File: config.mk
export PLATFORM = sky130hd
export DESIGN_NAME = cfi_violation_handler
export DESIGN_NICKNAME = d
export VERILOG_FILES = /design/src/rtl/cfi_pkg.sv /design/src/rtl/cfi_pulse_stretcher.sv /design/src/rtl/cfi_violation_handler.sv
export SDC_FILE = /design/constraint.sdc
export NUM_CORES = 1
export LEC_CHECK = 0
export BUFFER_PORTS_ARGS = -buffer_cell sky130_fd_sc_hd__buf_2
export CAP_MARGIN = 20
export CORE_MARGIN = 4
export CORE_UTILIZATION = 50
export CTS_BUF_LIST = sky130_fd_sc_hd__clkbuf_2 sky130_fd_sc_hd__clkbuf_4 sky130_fd_sc_hd__clkbuf_8
export DETAILED_ROUTE_END_ITERATION = 7
export PLACE_DENSITY = 0.82
export SLEW_MARGIN = 40
export SYNTH_ARGS = -nofsm -noshare
export SYNTH_HDL_FRONTEND = slang
export SYNTH_SLANG_ARGS = --single-unit
File: constraint.sdc
create_clock -name clk_i -period 2.84 [get_ports clk_i]
set_clock_uncertainty 0.1 [all_clocks]
set_input_delay 0.568 -clock clk_i [delete_from_list [all_inputs] [get_ports clk_i]]
set_output_delay 0.568 -clock clk_i [all_outputs]
set_load 0.005 [all_outputs]
File: src/rtl/cfi_pkg.sv
// Shared types and defaults for the CFI violation handler.
// Mirrors the exception record and cause codes used on the commit/controller path.
package cfi_pkg;

  localparam int unsigned XLEN             = 64;
  localparam int unsigned DefPcW           = 64;
  localparam int unsigned DefCntW          = 16;
  localparam int unsigned DefMaxViolations = 4;
  localparam int unsigned DefHoldoffCycles = 8;
  localparam int unsigned DefLedStretch    = 2 ** 20;

  localparam logic [XLEN-1:0] ILLEGAL_INSTR = 64'd2;
  localparam logic [XLEN-1:0] BREAKPOINT    = 64'd3;

  typedef struct packed {
    logic [XLEN-1:0] cause;
    logic [XLEN-1:0] tval;
    logic            valid;
  } exception_t;

  typedef enum logic [1:0] {
    StIdle,
    StPending,
    StCooldown
  } cfi_state_e;

endpackage

File: src/rtl/cfi_pulse_stretcher.sv
// Retriggerable down-counter: pulse_o stays high for Stretch cycles after the
// last trigger_i.
module cfi_pulse_stretcher #(
  parameter int unsigned Stretch = 16
) (
  input  logic clk_i,
  input  logic rst_ni,
  input  logic trigger_i,
  output logic pulse_o
);

  localparam int unsigned CntW = $clog2(Stretch + 1);

  logic [CntW-1:0] cnt_q, cnt_d;

  always_comb begin
    cnt_d = cnt_q;
    if (trigger_i) begin
      cnt_d = CntW'(Stretch);
    end else if (cnt_q != '0) begin
      cnt_d = cnt_q - 1'b1;
    end
  end

  always_ff @(posedge clk_i or negedge rst_ni) begin
    if (!rst_ni) begin
      cnt_q <= '0;
    end else begin
      cnt_q <= cnt_d;
    end
  end

  assign pulse_o = (cnt_q != '0);

endmodule

File: src/rtl/cfi_violation_handler.sv
// Turns the CFI checker's one-cycle violation pulse into a held, handshaked
// exception request, and keeps violation statistics, hold-off and halt state.
module cfi_violation_handler
  import cfi_pkg::*;
#(
  parameter int unsigned PC_W           = DefPcW,
  parameter int unsigned CNT_W          = DefCntW,
  parameter int unsigned MAX_VIOLATIONS = DefMaxViolations,
  parameter int unsigned HOLDOFF_CYCLES = DefHoldoffCycles,
  parameter int unsigned LED_STRETCH    = DefLedStretch
) (
  input  logic             clk_i,
  input  logic             rst_ni,
  input  logic             flush_i,
  input  logic             commit_ack_i0,
  input  logic [PC_W-1:0]  commit_pc_i0,
  input  logic             cfi_signal_i,
  input  exception_t       cfi_ex_i,
  input  logic             clear_i,
  input  logic             ex_ack_i,
  output exception_t       exception_o,
  output logic [CNT_W-1:0] violation_cnt_o,
  output logic [PC_W-1:0]  last_pc_o,
  output logic             overrun_o,
  output logic             halt_o,
  output logic             led_o
);

  localparam int unsigned HoldW = $clog2(HOLDOFF_CYCLES + 1);
  localparam logic [CNT_W-1:0] MaxCnt = CNT_W'(MAX_VIOLATIONS);

  cfi_state_e       state_q;
  exception_t       exc_q;
  logic [PC_W-1:0]  pc_q;
  logic [PC_W-1:0]  last_pc_q;
  logic [HoldW-1:0] hold_q;

  logic [CNT_W-1:0] cnt_q, cnt_d, cnt_inc;
  logic             overrun_q, overrun_d;
  logic             halt_q, halt_d;

  // Only the cause of the checker's exception is consumed.
  logic unused_ex;
  assign unused_ex = ^{cfi_ex_i.tval, cfi_ex_i.valid};

  // Tracks the PC of the last committed instruction on port 0.
  always_ff @(posedge clk_i or negedge rst_ni) begin
    if (!rst_ni) begin
      pc_q <= '0;
    end else if (commit_ack_i0) begin
      pc_q <= commit_pc_i0;
    end
  end

  always_ff @(posedge clk_i or negedge rst_ni) begin
    if (!rst_ni) begin
      state_q   <= StIdle;
      exc_q     <= '0;
      last_pc_q <= '0;
      hold_q    <= '0;
    end else begin
      unique case (state_q)
        StIdle: begin
          if (cfi_signal_i) begin
            state_q     <= StPending;
            exc_q.valid <= 1'b1;
            exc_q.cause <= cfi_ex_i.cause;
            exc_q.tval  <= XLEN'(pc_q);
            last_pc_q   <= pc_q;
          end
        end
        StPending: begin
          // Ack takes priority over a simultaneous flush.
          if (ex_ack_i) begin
            state_q <= StCooldown;
            exc_q   <= '0;
            hold_q  <= HoldW'(HOLDOFF_CYCLES - 1);
          end else if (flush_i) begin
            state_q <= StIdle;
            exc_q   <= '0;
          end
        end
        StCooldown: begin
          if (hold_q == '0) begin
            state_q <= StIdle;
          end else begin
            hold_q <= hold_q - 1'b1;
          end
        end
        default: state_q <= StIdle;
      endcase
    end
  end

  assign cnt_inc = (&cnt_q) ? cnt_q : cnt_q + 1'b1;

  always_comb begin
    cnt_d     = cnt_q;
    overrun_d = overrun_q;
    halt_d    = halt_q;
    if (clear_i) begin
      cnt_d     = '0;
      overrun_d = 1'b0;
      halt_d    = 1'b0;
    end else if (cfi_signal_i) begin
      cnt_d = cnt_inc;
      if (state_q == StPending) begin
        overrun_d = 1'b1;
      end
      if ((MAX_VIOLATIONS != 0) && (cnt_inc == MaxCnt)) begin
        halt_d = 1'b1;
      end
    end
  end

  always_ff @(posedge clk_i or negedge rst_ni) begin
    if (!rst_ni) begin
      cnt_q     <= '0;
      overrun_q <= 1'b0;
      halt_q    <= 1'b0;
    end else begin
      cnt_q     <= cnt_d;
      overrun_q <= overrun_d;
      halt_q    <= halt_d;
    end
  end

  cfi_pulse_stretcher #(
    .Stretch(LED_STRETCH)
  ) u_led_stretch (
    .clk_i    (clk_i),
    .rst_ni   (rst_ni),
    .trigger_i(cfi_signal_i),
    .pulse_o  (led_o)
  );

  assign exception_o     = exc_q;
  assign violation_cnt_o = cnt_q;
  assign last_pc_o       = last_pc_q;
  assign overrun_o       = overrun_q;
  assign halt_o          = halt_q;

endmodule

==> metrics.md <==
| Metric | Value |
|---|---|
| Design area | `0.01509 mm²` |
| TritonCTS buffer count | `49` |
| Max frequency | `0.3685 GHz` |
| Post-synthesis xor/xnor area fraction | `0.02082` |
| Register bit total from synthesis | `302` |
| CORE AREA | `0.02292 mm²` |
| Area share of the leading cell type in the synthesized netlist | `0.6416` |
| Ratio of cells with drive above 1 in the final layout | `0.4860` |
| HP Class | `primary input to flop` |
| Routed len/inst | `18.69 µm` |
| R2R Path End | `halt_o$_DFFE_PN0P_` |
| # DRC | `0` |
| Post-synth EDFFs | `0` |
| Mapped Area | `0.01178 mm²` |
| Post-synthesis compound-gate area fraction | `0.1140` |
| Clock Pin Slew Worst Setup and Hold Paths | `0.06 ns` |
| Source of the critical timing path | `u_led_stretch.cnt_q[5]$_DFFE_PN0P_` |
| Clk sink count | `302` |
| Final hold viol count | `0` |
| Gr usage total | `0.2210` |
| Post-synthesis sequential area ratio | `0.6416` |
| Final setup fails | `0` |
| Cell Chain, Critical Path | `or3_4, nor4_4, and3_4, inv_2, buf_2` |
| Routed Antenna Nets | `0` |
| CP max FO | `6` |
| Levels on crit path | `5` |
| WP data arrival | `2.05 ns` |
| First-pass GRT wire length | `47.14 mm` |
| Status | `finished, final reports clean` |
| Synth Area in Adders | `0.004249` |
| Worst-margin pin slew | `0.6593 ns` |
| Fin. max-slew vios | `0` |
| Placed Area | `0.01393 mm²` |
| Fill count | `1670` |
| R2R cell count | `7` |
| Critical Path End Type | `output pin` |
| Clock tree buffer depth | `3` |
| Fin cells | `1562` |
| Final #Nets | `1413` |
| Count leader, synth | `dfrtp_1` |
| Number of global-route vias before repair | `8911` |
| Max Cap Violations | `0` |
| Largest family of logic cells by synthesized area | `multiplexers` |
| WS Path Type | `flop to output pin` |
| Final Cycle Share | `0.9555` |
| CP endpoint | `led_o` |
| Syn nets | `1048` |
| Post-synthesis mux area share | `0.1276` |
| DP Cell Count | `1469` |
| Worst setup SP type | `flop` |
| Area growth, synth to finish | `28.15%` |
| Die area | `0.02608 mm²` |
| RSZ-0062 raised after global routing | `no` |
| Ant diodes | `0` |
| Antenna violations before repair | `1` |
| Leading area contributor after synthesis | `dfrtp_1` |
| Synth Warn # | `0` |
| Synth Instances | `844` |
| WP buf/inv | `2` |
| Fin crit period | `2.714 ns` |
| Slowest Stage Delay on Critical Path | `0.42 ns` |
| Library cells used by synthesis | `54` |
| Via Count | `8490` |
| Root buf cell | `clkbuf_8` |
| Data required, critical path | `2.17 ns` |
| DIE HEIGHT | `161.5 µm` |
| Finished Core Util | `0.6587` |
| Hold WS | `0.1496 ns` |
| Number of buffers added on ports | `346` |
| Main synth FF type | `dfrtp_1` |
| Iteration-0 DRC Markers | `573` |
| Clk_lat worst skew | `0.54 ns` |
| Row count | `55` |
| Pre-antenna DRT Iters | `6` |
| Placer congestion estimate | `0.8427` |
| CTS tree | `built` |
| Die W | `161.5 µm` |
| TNS Setup | `0 ns` |
| Ranking of synthesized cells by area | `dfrtp_1 (64%), mux2_2 (12%), a22o_1 (9.5%)` |
| VDD IR max | `0.0006640 V` |
| Initial core utilization | `0.5140` |
| Largest net degree at the start of global routing | `88` |
| Worst rel slew slack | `0.5604` |
| Vias/cell | `5.435` |
| RR Startpoint | `violation_cnt_o[1]$_DFFE_PN0P_` |
| DP HPWL | `19.78 mm` |
| Reg2reg setup slack | `0.40 ns` |
| Ports | `412` |
| Pwr Density | `1067 mW/mm²` |
| Max H-tree Level | `2` |
| Crit-path slowest cell | `or3_4` |
| DRT Wirelength | `29.19 mm` |
| Commonest cells in the netlist | `dfrtp_1 (302), mux2_2 (129), a22o_1 (128), nor2_1 (48), clkbuf_1 (33)` |
| Leak | `7.449 nW` |
| Syn_area_per_cell | `13.96 µm²` |
| Post-synth ARST share | `1.000` |
| Total grt overflow | `0` |
| Post-Synth Simple-Gate Area | `0.06724` |
| Top Family by Delay on Critical Path | `simple AND/OR/NAND/NOR gates` |
[worst register-to-register path, delay by kind of cell (launching register included)]
kind,cells,cell delay [ns]
mux,1,0.37
simple gates,4,0.74
fa+ha+maj,1,0.35
flops,1,0.49
compound gates,1,0.29
[layout make-up]
type,count,area (µm²),area share
well taps,313,391.6,0.02594
clock buffers,71,927.1,0.06142
clock inverters,20,180.2,0.01194
multi-input cells,474,3985,0.2640
inverters,13,48.80,0.003233
flip-flops and latches,302,7557,0.5007
repair buffers,369,2004,0.1328
[layer usage]
metal  track usage  wire, µm  part of all wire
met5             0        12           0.00041
met3       0.08140      3026              0.10
met4       0.07096       818             0.028
met2        0.3586     13900              0.48
met1        0.2780     11440              0.39
[flip-flops by register name (all words and copies together), names as in the netlist]
name and cells:
exception_o 129, halt_o 1, hold_q 4, last_pc_o 64
overrun_o 1, pc_q 64, state_q 2, u_led_stretch.cnt_q 21
violation_cnt_o 16
[metrics by stage]
stage	power [W]	setup slack, ns
after floorplan	0.009588	0.6357
after global placement	0.01187	0.4142
after detailed placement	0.01206	0.3807
after CTS	0.01627	0.06414
after global routing	0.01716	0.01986
final	0.01610	0.1265
[cell usage in the layout (no fill, tap or decap), types with 4 or more instances in the layout]
cell / instances
mux2i_1: 5
mux2_2: 129
or3_1: 4
xor2_1: 9
nor2_1: 48
xnor2_1: 19
ha_1: 4
a22o_1: 128
clkbuf_8: 63
buf_2: 345
clkbuf_4: 8
nand2b_1: 4
nand3_1: 11
nand4_1: 10
inv_1: 11
buf_4: 15
buf_12: 7
dfrtp_1: 302
clkinv_2: 15
nand2_1: 17
o21ai_0: 7
nor3_1: 16
a21oi_1: 14
[what timing repair did]
| item | 4_1_cts | 5_1_grt |
|---|---|---|
| setup buffers | 1 | 0 |
| hold endpoints to repair | 52 | 0 |
| hold buffers | 1 | 0 |
| gates resized for setup | 3 | 4 |
| setup endpoints to repair | 1 | 1 |
| pin swaps | 1 | 1 |
[kinds of logic (layout without fill, tap and decap cells)]
group / after synthesis / after routing
mux: 134 / 134
buf+inv: 68 / 473
simple gates: 145 / 145
fa+ha+maj: 4 / 4
compound gates: 163 / 163
xor+xnor: 28 / 28
flops: 302 / 302
[power by group]
| part | leakage (nW) | internal (W) | switching [W] |
|---|---|---|---|
| Clock | 0.591 | 0.00239 | 0.00166 |
| Sequential | 3.76 | 0.00591 | 0.00101 |
| Combinational | 3.10 | 0.00269 | 0.00245 |
| Total | 7.45 | 0.0110 | 0.00512 |
[how the worst min path moves through the flow]
| stage | from | endpoint | slack, ns | cells after the start |
|---|---|---|---|---|
| after floorplan | rst_ni | exception_o[0]$_DFFE_PN0P_ | 0.17 | 0 |
| after global placement | exception_o[92]$_DFFE_PN0P_ | exception_o[92]$_DFFE_PN0P_ | 0.38 | 1 |
| after detailed placement | exception_o[71]$_DFFE_PN0P_ | exception_o[71]$_DFFE_PN0P_ | 0.38 | 1 |
| after CTS | cfi_ex_i[66] | exception_o[66]$_DFFE_PN0P_ | 0.10 | 2 |
| after global routing | commit_pc_i0[1] | pc_q[1]$_DFFE_PN0P_ | 0.11 | 2 |
| final | cfi_ex_i[76] | exception_o[76]$_DFFE_PN0P_ | 0.15 | 2 |
Note: power is estimated with default switching activity, not from simulation.
